--- src/rtl/yaya_butonu_pkg.sv ---
// Shared types and helpers for the pedestrian push-button front end.
// Holds the press-tracking state encoding and the ms-to-cycles conversion.
package yaya_butonu_pkg;

    typedef enum logic [1:0] {
        ST_IDLE    = 2'd0,
        ST_PRESSED = 2'd1,
        ST_HELD    = 2'd2
    } press_state_t;

    function automatic int unsigned ms_to_cyc(input int unsigned clk_hz, input int unsigned ms);
        return (clk_hz / 32'd1000) * ms;
    endfunction

endpackage

--- src/rtl/sinyal_debounce.sv ---
// Two-flop synchroniser and stable-level debouncer for an asynchronous input.
// The fall/rise strobes are high in the cycle the new level is being accepted.
module sinyal_debounce
    import yaya_butonu_pkg::*;
#(
    parameter int unsigned DEB_CYC = 4
) (
    input  logic clk,
    input  logic rst,
    input  logic din,
    output logic level,
    output logic fall,
    output logic rise
);

    localparam int unsigned CW = $clog2(DEB_CYC + 1);

    logic          sync1_r;
    logic          sync2_r;
    logic          stable_r;
    logic [CW-1:0] cnt_r;
    logic          accept_s;

    // Accept only after DEB_CYC consecutive samples disagree with the stable level.
    always_comb begin
        accept_s = (sync2_r != stable_r) && (cnt_r == CW'(DEB_CYC - 1));
        fall     = accept_s && !sync2_r;
        rise     = accept_s && sync2_r;
        level    = stable_r;
    end

    // Synchroniser chain, idling at the released level.
    always_ff @(posedge clk) begin
        if (rst) begin
            sync1_r <= 1'b1;
            sync2_r <= 1'b1;
        end else begin
            sync1_r <= din;
            sync2_r <= sync1_r;
        end
    end

    // Stability counter and accepted level.
    always_ff @(posedge clk) begin
        if (rst) begin
            stable_r <= 1'b1;
            cnt_r    <= {CW{1'b0}};
        end else if (sync2_r == stable_r) begin
            cnt_r    <= {CW{1'b0}};
        end else if (accept_s) begin
            stable_r <= sync2_r;
            cnt_r    <= {CW{1'b0}};
        end else begin
            cnt_r    <= cnt_r + CW'(1'b1);
        end
    end

endmodule

--- src/rtl/yaya_butonu.sv ---
// Pedestrian push-button front end: short/long press detection, request latch
// held until the controller acknowledges, and a blinking active-low wait LED.
module yaya_butonu
    import yaya_butonu_pkg::*;
#(
    parameter int unsigned CLK_HZ        = 24_000_000,
    parameter int unsigned DEBOUNCE_MS   = 20,
    parameter int unsigned LONG_PRESS_MS = 1000,
    parameter int unsigned BLINK_MS      = 250
) (
    input  logic clk,
    input  logic rst,
    input  logic btn_n,
    input  logic ped_ack,
    output logic ped_req,
    output logic press_pulse,
    output logic long_press,
    output logic wait_led_n
);

    localparam int unsigned DEB_CYC   = ms_to_cyc(CLK_HZ, DEBOUNCE_MS);
    localparam int unsigned LONG_CYC  = ms_to_cyc(CLK_HZ, LONG_PRESS_MS);
    localparam int unsigned BLINK_CYC = ms_to_cyc(CLK_HZ, BLINK_MS);
    localparam int unsigned LW        = $clog2(LONG_CYC + 1);
    localparam int unsigned BW        = $clog2(BLINK_CYC + 1);

    logic          btn_level_s;
    logic          btn_fall_s;
    logic          btn_rise_s;
    press_state_t  state_r;
    press_state_t  state_s;
    logic [LW-1:0] hold_cnt_r;
    logic [LW-1:0] hold_cnt_s;
    logic          press_s;
    logic          long_s;
    logic [BW-1:0] blink_cnt_r;

    sinyal_debounce #(
        .DEB_CYC (DEB_CYC)
    ) u_debounce (
        .clk   (clk),
        .rst   (rst),
        .din   (btn_n),
        .level (btn_level_s),
        .fall  (btn_fall_s),
        .rise  (btn_rise_s)
    );

    // Press FSM next state; a high stable level outside IDLE also forces recovery.
    always_comb begin
        state_s    = state_r;
        hold_cnt_s = hold_cnt_r;
        press_s    = 1'b0;
        long_s     = 1'b0;
        case (state_r)
            ST_IDLE: begin
                hold_cnt_s = {LW{1'b0}};
                if (btn_fall_s) begin
                    state_s = ST_PRESSED;
                    press_s = 1'b1;
                end else begin
                    state_s = ST_IDLE;
                end
            end
            ST_PRESSED: begin
                if (btn_rise_s || btn_level_s) begin
                    state_s    = ST_IDLE;
                    hold_cnt_s = {LW{1'b0}};
                end else if (hold_cnt_r == LW'(LONG_CYC - 1)) begin
                    state_s    = ST_HELD;
                    long_s     = 1'b1;
                    hold_cnt_s = {LW{1'b0}};
                end else begin
                    hold_cnt_s = hold_cnt_r + LW'(1'b1);
                end
            end
            ST_HELD: begin
                if (btn_rise_s || btn_level_s) begin
                    state_s = ST_IDLE;
                end else begin
                    state_s = ST_HELD;
                end
            end
            default: begin
                state_s    = ST_IDLE;
                hold_cnt_s = {LW{1'b0}};
            end
        endcase
    end

    // FSM state, hold counter and registered press strobes.
    always_ff @(posedge clk) begin
        if (rst) begin
            state_r     <= ST_IDLE;
            hold_cnt_r  <= {LW{1'b0}};
            press_pulse <= 1'b0;
            long_press  <= 1'b0;
        end else begin
            state_r     <= state_s;
            hold_cnt_r  <= hold_cnt_s;
            press_pulse <= press_s;
            long_press  <= long_s;
        end
    end

    // Request latch; an acknowledge in the same cycle as a press drops the press.
    always_ff @(posedge clk) begin
        if (rst) begin
            ped_req <= 1'b0;
        end else if (ped_ack) begin
            ped_req <= 1'b0;
        end else if (press_pulse) begin
            ped_req <= 1'b1;
        end else begin
            ped_req <= ped_req;
        end
    end

    // Blink generator: toggles when the phase counter wraps to zero, so the LED lights first.
    always_ff @(posedge clk) begin
        if (rst || !ped_req) begin
            blink_cnt_r <= {BW{1'b0}};
            wait_led_n  <= 1'b1;
        end else begin
            if (blink_cnt_r == {BW{1'b0}}) begin
                wait_led_n <= ~wait_led_n;
            end else begin
                wait_led_n <= wait_led_n;
            end
            if (blink_cnt_r == BW'(BLINK_CYC - 1)) begin
                blink_cnt_r <= {BW{1'b0}};
            end else begin
                blink_cnt_r <= blink_cnt_r + BW'(1'b1);
            end
        end
    end

endmodule

--- config.mk ---
export PLATFORM = sky130hd
export DESIGN_NAME = yaya_butonu
export DESIGN_NICKNAME = d
export VERILOG_FILES = /design/src/rtl/yaya_butonu_pkg.sv /design/src/rtl/sinyal_debounce.sv /design/src/rtl/yaya_butonu.sv
export SDC_FILE = /design/constraint.sdc
export NUM_CORES = 1
export LEC_CHECK = 0
export ABC_AREA = 1
export CORE_UTILIZATION = 40
export DETAILED_ROUTE_END_ITERATION = 10
export PLACE_DENSITY = 0.55
export SYNTH_ARGS = -nofsm -noshare
export SYNTH_HDL_FRONTEND = slang
export SYNTH_SLANG_ARGS = --single-unit
--- constraint.sdc ---
create_clock -name clk -period 1.86 [get_ports clk]
set_clock_uncertainty 0.05 [all_clocks]
set_input_delay 0.372 -clock clk [delete_from_list [all_inputs] [get_ports clk]]
set_output_delay 0.372 -clock clk [all_outputs]
set_load 0.02 [all_outputs]
# Yosys cells after proc, flatten, opt, wreduce, memory -nomap -nowiden
# Cells that the tools add are included.
# Widths: inputs -> output; s select.
[op_classes] n_reduce_logical=15 bitwise=4 muxes=10 eq_ne=8 addsub=3
[op_table] operator="$mux 25" n=2
[op_table] operator="$pmux 25 s2" n=1
[op_table] operator="$add 25x1->25 const B" n=1
[op_table] operator="$eq 25x25->1 const B" n=1
[op_table] operator="$add 23x1->23 const B" n=1
[op_table] operator="$eq 23x23->1 const B" n=1
[op_table] operator="$logic_not 23->1" n=1
[op_table] operator="$add 19x1->19 const B" n=1
[op_table] operator="$eq 19x19->1 const B" n=1
[op_table] operator="$mux 2" n=3
[op_table] operator="$pmux 2 s3" n=1
[op_table] operator="$reduce_or 2->1" n=3
[op_table] operator="$reduce_or 3->1" n=2
[op_table] operator="$not 1->1" n=4
[op_table] operator="$logic_and 1x1->1" n=3
[op_table] operator="$mux 1" n=3
[op_table] operator="$ne 3x3->1 const B" n=1
[op_table] operator="$eq 2x1->1 const B" n=1
[op_table] operator="$eq 2x2->1 const B" n=1
[op_table] operator="$logic_not 1->1" n=2
[op_table] operator="$logic_not 2->1" n=1
[op_table] operator="$logic_or 1x1->1" n=2
[op_table] operator="$reduce_and 2->1" n=1
[op_table] operator="$eq 1x1->1" n=1
[op_table] operator="$ne 1x1->1" n=1
[word_totals] register_bits=76 output_inout_bits=4

# Longest topological paths before layout
[depth] depth_word=6 ltp_mapped=12 depth_no_buf=12

# By module
# Synthesis repeated with hierarchy kept, for this count alone.
[unflattened] cells_unflattened=588 hier_area_um2=4021.4
[modules_own_cells] module="yaya_butonu" area_per_inst_um2=2889.0 seq_area_each_um2=1081.0 instances=1 cells_each=430
[modules_own_cells] module="sinyal_debounce" area_per_inst_um2=1132.3 seq_area_each_um2=440.4 instances=1 cells_each=158

# Worst setup path after synthesis
# No wires, ideal clock.
[synth_path] kind="register -> register" startpoint="reg state_r[0]" endpoint="reg hold_cnt_r[21]" path_buffers=1 setup_slack_ns=0.159 setup_ns=0.116 t_arrival_ns=1.535 stages_incl_launch_ff=11 t_required_ns=1.694 path_cell_list="dfxtp_1 > inv_1 > ha_1 > buf_2 > nor2_2 > nand3_1 > nor2_1 > nand2_1 > nor2_1 > xnor2_1 > nor2_1"
[synth_via] elab_chain_len=2 word_cells_on_any_way=3 cone_classes="2 x eq/ne; 1 x mux"
[synth_lines] item="start: declaration" line="yaya_butonu.sv:30" rtl="press_state_t state_r;"
[synth_lines] item="start signal: assignment" line="yaya_butonu.sv:99" rtl="state_r <= state_s;"
[synth_lines] item="$eq 2x2->1 or $eq 2x1->1 (tied branches)" line="yaya_butonu.sv:55" rtl="case (state_r)"
[synth_lines] item="$pmux 25 s2" line="yaya_butonu.sv:55"
[synth_lines] item="end signal: assignment" line="yaya_butonu.sv:95" rtl="hold_cnt_r <= {LW{1'b0}};"
[synth_lines] item="end signal: assignment" line="yaya_butonu.sv:100" rtl="hold_cnt_r <= hold_cnt_s;"
[synth_lines] item="end: declaration" line="yaya_butonu.sv:32" rtl="logic [LW-1:0] hold_cnt_r;"
# Parallel ways exist; a longest one is shown, timed or not.
# A chain may end at the register's enable or synchronous reset.

# Worst setup path after layout
[layout_path] startpoint="reg u_debounce.cnt_r[1]" endpoint="reg u_debounce.cnt_r[16]"
[layout_via] elab_chain_len=3 word_cells_on_any_way=4 cone_classes="1 x add/sub; 1 x eq/ne; 2 x reduce/logical"
[layout_lines] item="start: declaration" line="sinyal_debounce.sv:21" rtl="logic [CW-1:0] cnt_r;"
[layout_lines] item="start signal: assignment" line="sinyal_debounce.sv:47" rtl="cnt_r <= {CW{1'b0}};"
[layout_lines] item="start signal: assignment" line="sinyal_debounce.sv:49" rtl="cnt_r <= {CW{1'b0}};"
[layout_lines] item="start signal: assignment" line="sinyal_debounce.sv:52" rtl="cnt_r <= {CW{1'b0}};"
[layout_lines] item="branches (longest 3 deep; another with $add 19x1->19)"
# Parallel ways; which one is timed is not known.

==> qor.log <==
[outcome] run status completed
[global_routing] antenna violations before repair 0
[clock_tree] number of H-tree branching levels 3
[global_routing] gr ovfl total 0
[finish] final core utilization 47.92%
[setup_path] maximum cell stage delay along the critical path 0.34 ns
[synth] library cells used by synthesis 37
[job] max-cap violation count 0
[setup_path] flop2flop setup slack 0.14 ns
[placed_design] count of input and output buffers 7
[timing] Peak Freq 0.5803 GHz
[clock_tree] master cell of the clock root buffer sky130_fd_sc_hd__clkbuf_8
[routing] DRC marker count from the first detailed-route iteration 108
[synth] Syn Nets 581
[clock_tree] clock buffer count from CTS 9
[finish] number of diodes 0
[global_routing] combined global-route utilization of all metal layers 17.34%
[routing] via count of the routed design 3542
[synth] count of flip-flops with a built-in enable after synthesis 0
[clock_tree] clock tree from TritonCTS yes
[clock_tree] deepest clock path buffer count 2
[floorplan] number of placement rows 36
[routing] number of vias per cell 4.729
[routing] detailed-route wire length per cell 11.16 um
[worst_hold_path] hold crit path type reg2reg
[finish] post-layout instance count excluding filler cells 749
[setup_path] crit path max-delay cell type sky130_fd_sc_hd__dfxtp_2
[clock_tree] clock-pin transition on the worst setup and hold timing paths 0.08 ns
[setup_path] Data required, critical path 2.04 ns
[setup_path] crit-path leading delay family simple AND/OR/NAND/NOR gates
[floorplan] die height 101.8 um
[timing] Final Hold Violating Endpoints 0
[pwr] power density of the placed cells 621.6 nW/um2
[synth] yosys synthesis warning count 0
[timing] clock period minus worst slack 1.723 ns
[floorplan] core area 9729 um2
[timing] number of max-slew violations in the final report 0
[clock_tree] number of sinks driven by the clock tree 76
[finish] layout cell share with drive strength beyond 1 13.96%
[synth] Seq/Total Area, Yosys 38.18%
[routing] number of design rule violations left after detail routing 0
[timing] worst rel slew slack 76.54%
[routing] routed wire length 8.356 mm
[floorplan] DIE AREA 10370 um2
[setup_path] critical path endpoint category flip-flop
[placed_design] HPWL after detailed placement 6.304 mm
[routing] Pre-antenna DRT Iters 4
[global_routing] number of global-route vias before repair 3274
[setup_path] largest fanout on the critical path 5
[synth] Top FF cell, synth sky130_fd_sc_hd__dfxtp_1
[finish] signed area change from the synthesized netlist to the final layout 16.99%
[routing] count of nets left with antenna violations after detail routing 0
[setup_path] startpoint kind of the worst setup timing path flip-flop
[clock_tree] Worst-Skew Late Latency 0.33 ns
[timing] actual slew at the worst max-slew pin 0.3486 ns
[synth] top cell type's share of synthesized area 38.18%
[timing] total of endpoints with negative setup slack in the final report 0
[finish] number of nets in the finished design 624
[setup_path] worst setup path class reg2reg
[setup_path] Arrival @ worst endpoint 1.90 ns
[placed_design] Cells after DPL 730
[pwr] reported leakage power 0.001690 uW
[floorplan] # IOs 8
[placed_design] final RePlAce weighted congestion 0.8615
[setup_path] cell breakdown of the critical path ha_2 -> nand3_4 -> nor3_4 -> nand3_2 -> nor2_4 -> nand3_1 -> xor2_1 -> nor2_2
[timing] post-route fraction of the period consumed by the critical path 92.64%
[floorplan] initial standard-cell utilization of the core 40.96%
[global_routing] pin count of the biggest net entering global routing 20
[synth] biggest area consumer among synthesized cells sky130_fd_sc_hd__dfxtp_1
[synth] post-synthesis average cell area 7.004 um2
[floorplan] horizontal extent of the die 101.8 um
[synth] Post-synth ARST share 0%
[synth] most area-consuming cells after synthesis sky130_fd_sc_hd__dfxtp_1, sky130_fd_sc_hd__nor2_1, sky130_fd_sc_hd__nand2_1
[synth] Cells after Synth 569
[pwr] maximum vdd ir drop 0.3280 mV
[global_routing] global-route wire length before repair 14.51 mm
[setup_path] buffers plus inverters on the worst setup path 0
[synth] Synth Cell Area 3985 um2
[synth] total of flip-flops plus latches after synthesis 76
==> worst reg2reg max path, cell delays in order (launching register included) <==
cell and delay (ns):
sky130_fd_sc_hd__dfxtp_2 0.34, sky130_fd_sc_hd__ha_2 0.20, sky130_fd_sc_hd__nand3_4 0.10, sky130_fd_sc_hd__nor3_4 0.30, sky130_fd_sc_hd__nand3_2 0.17, sky130_fd_sc_hd__nor2_4 0.17
sky130_fd_sc_hd__nand3_1 0.10, sky130_fd_sc_hd__xor2_1 0.17, sky130_fd_sc_hd__nor2_2 0.04
==> report_power, final <==
| part | internal, uW | switching [uW] | leakage (uW) | total, uW |
|---|---|---|---|---|
| clock | 643 | 593 | 0.0000979 | 1240 |
| sequential | 1630 | 1.53 | 0.000614 | 1630 |
| combinational | 15.8 | 16.2 | 0.000977 | 32.0 |
| total | 2290 | 611 | 0.00169 | 2900 |
==> stage by stage <==
stage | instance area [um2] | TNS (ns) | setup WS, ns | power (uW) | hold slack, ns
global placement | 4395 | 0 | 0.07960 | 1697 | 0.3442
CTS | 4586 | 0 | 0.06202 | 2946 | 0.3666
detailed placement | 4395 | 0 | 0.01447 | 1698 | 0.3477
floorplan | 3985 | 0 | 0.1588 | 1682 | 0.3395
global route | 4662 | -0.009913 | -0.006102 | 3018 | 0.3962
finish | 4662 | 0 | 0.1369 | 2898 | 0.3609
==> layer usage <==
metal	track usage [%]	part of all wire, %	wire, um	vias up
li1	-	-	-	1895
met1	24.74	53	4468	1590
met2	27.08	42	3534	51
met3	2.736	3.5	292	6
met4	4.945	0.73	61	0
met5	0	0	0	-
==> registers in the layout (all words and copies together) (netlist names) <==
signal	cells
hold_cnt_r	25
blink_cnt_r	23
u_debounce.cnt_r	19
state_r	2
long_press	1
ped_req	1
press_pulse	1
u_debounce.level	1
u_debounce.sync1_r	1
u_debounce.sync2_r	1
wait_led_n	1
==> Yosys cell counts, drive strengths merged, types with 8 or more instances <==
library cell and count:
dfxtp 76, or2 8, xor2 19, a21oi 22, nand2 107, nor2 113, nand4 18, ha 8
nand3 40, o21ai 13, inv 85, nor3 26
==> cell families after synthesis <==
group / Yosys count / synth area share [%]
flip-flops: 76 / 38.18
AO/OA/AOI/OAI: 42 / 6.060
adder cells (fa/ha/maj): 8 / 2.512
XOR/XNOR: 24 / 5.275
AND/OR/NAND/NOR: 326 / 38.65
buffers and inverters: 93 / 9.325
==> repair_timing <==
| item | 4_1_cts | 5_1_grt |
|---|---|---|
| hold endpoints to repair | 0 | 0 |
| endpoints found under the setup margin | 0 | 28 |
| resized for setup | 0 | 14 |
| hold buffers | 0 | 0 |
| setup buffers | 0 | 4 |
==> cells in the final DEF (no fill, tap or decap), drive strengths merged <==
cell type        n
nor2           113
nand2          107
inv             85
dfxtp           76
nand3           40
buf             32
nor3            26
a21oi           22
xor2            19
nand4           18
o21ai           13
clkbuf          10
or2              8
ha               8
clkdlybuf4s50    7
xnor2            5
nor3b            5
nor4             5
clkinv           4
o211ai           3
nand3b           2
and3             2
o21a             1
o32ai            1
o221ai           1
o21bai           1
clkinvlp         1
bufinv           1
==> final timing paths <==
| path | from | end | depth (start not counted) |
|---|---|---|---|
| max | u_debounce.cnt_r[1]$_SDFF_PP0_ | u_debounce.cnt_r[16]$_SDFF_PP0_ | 8 |
| min | u_debounce.sync1_r$_SDFF_PP1_ | u_debounce.sync2_r$_SDFF_PP1_ | 1 |
| max reg2reg | u_debounce.cnt_r[1]$_SDFF_PP0_ | u_debounce.cnt_r[16]$_SDFF_PP0_ | 8 |
| min reg2reg | u_debounce.sync1_r$_SDFF_PP1_ | u_debounce.sync2_r$_SDFF_PP1_ | 1 |
==> final cells by class <==
cell class,count,area (um2)
clock inverters,5,52.55
flip-flops and latches,76,1526
inverters,86,322.8
repair buffers,39,322.8
clock buffers,10,137.6
fillers,997,5067
multi-input cells,400,2133
well taps,133,166.4
No activity file was read; power rests on OpenSTA's default activity.
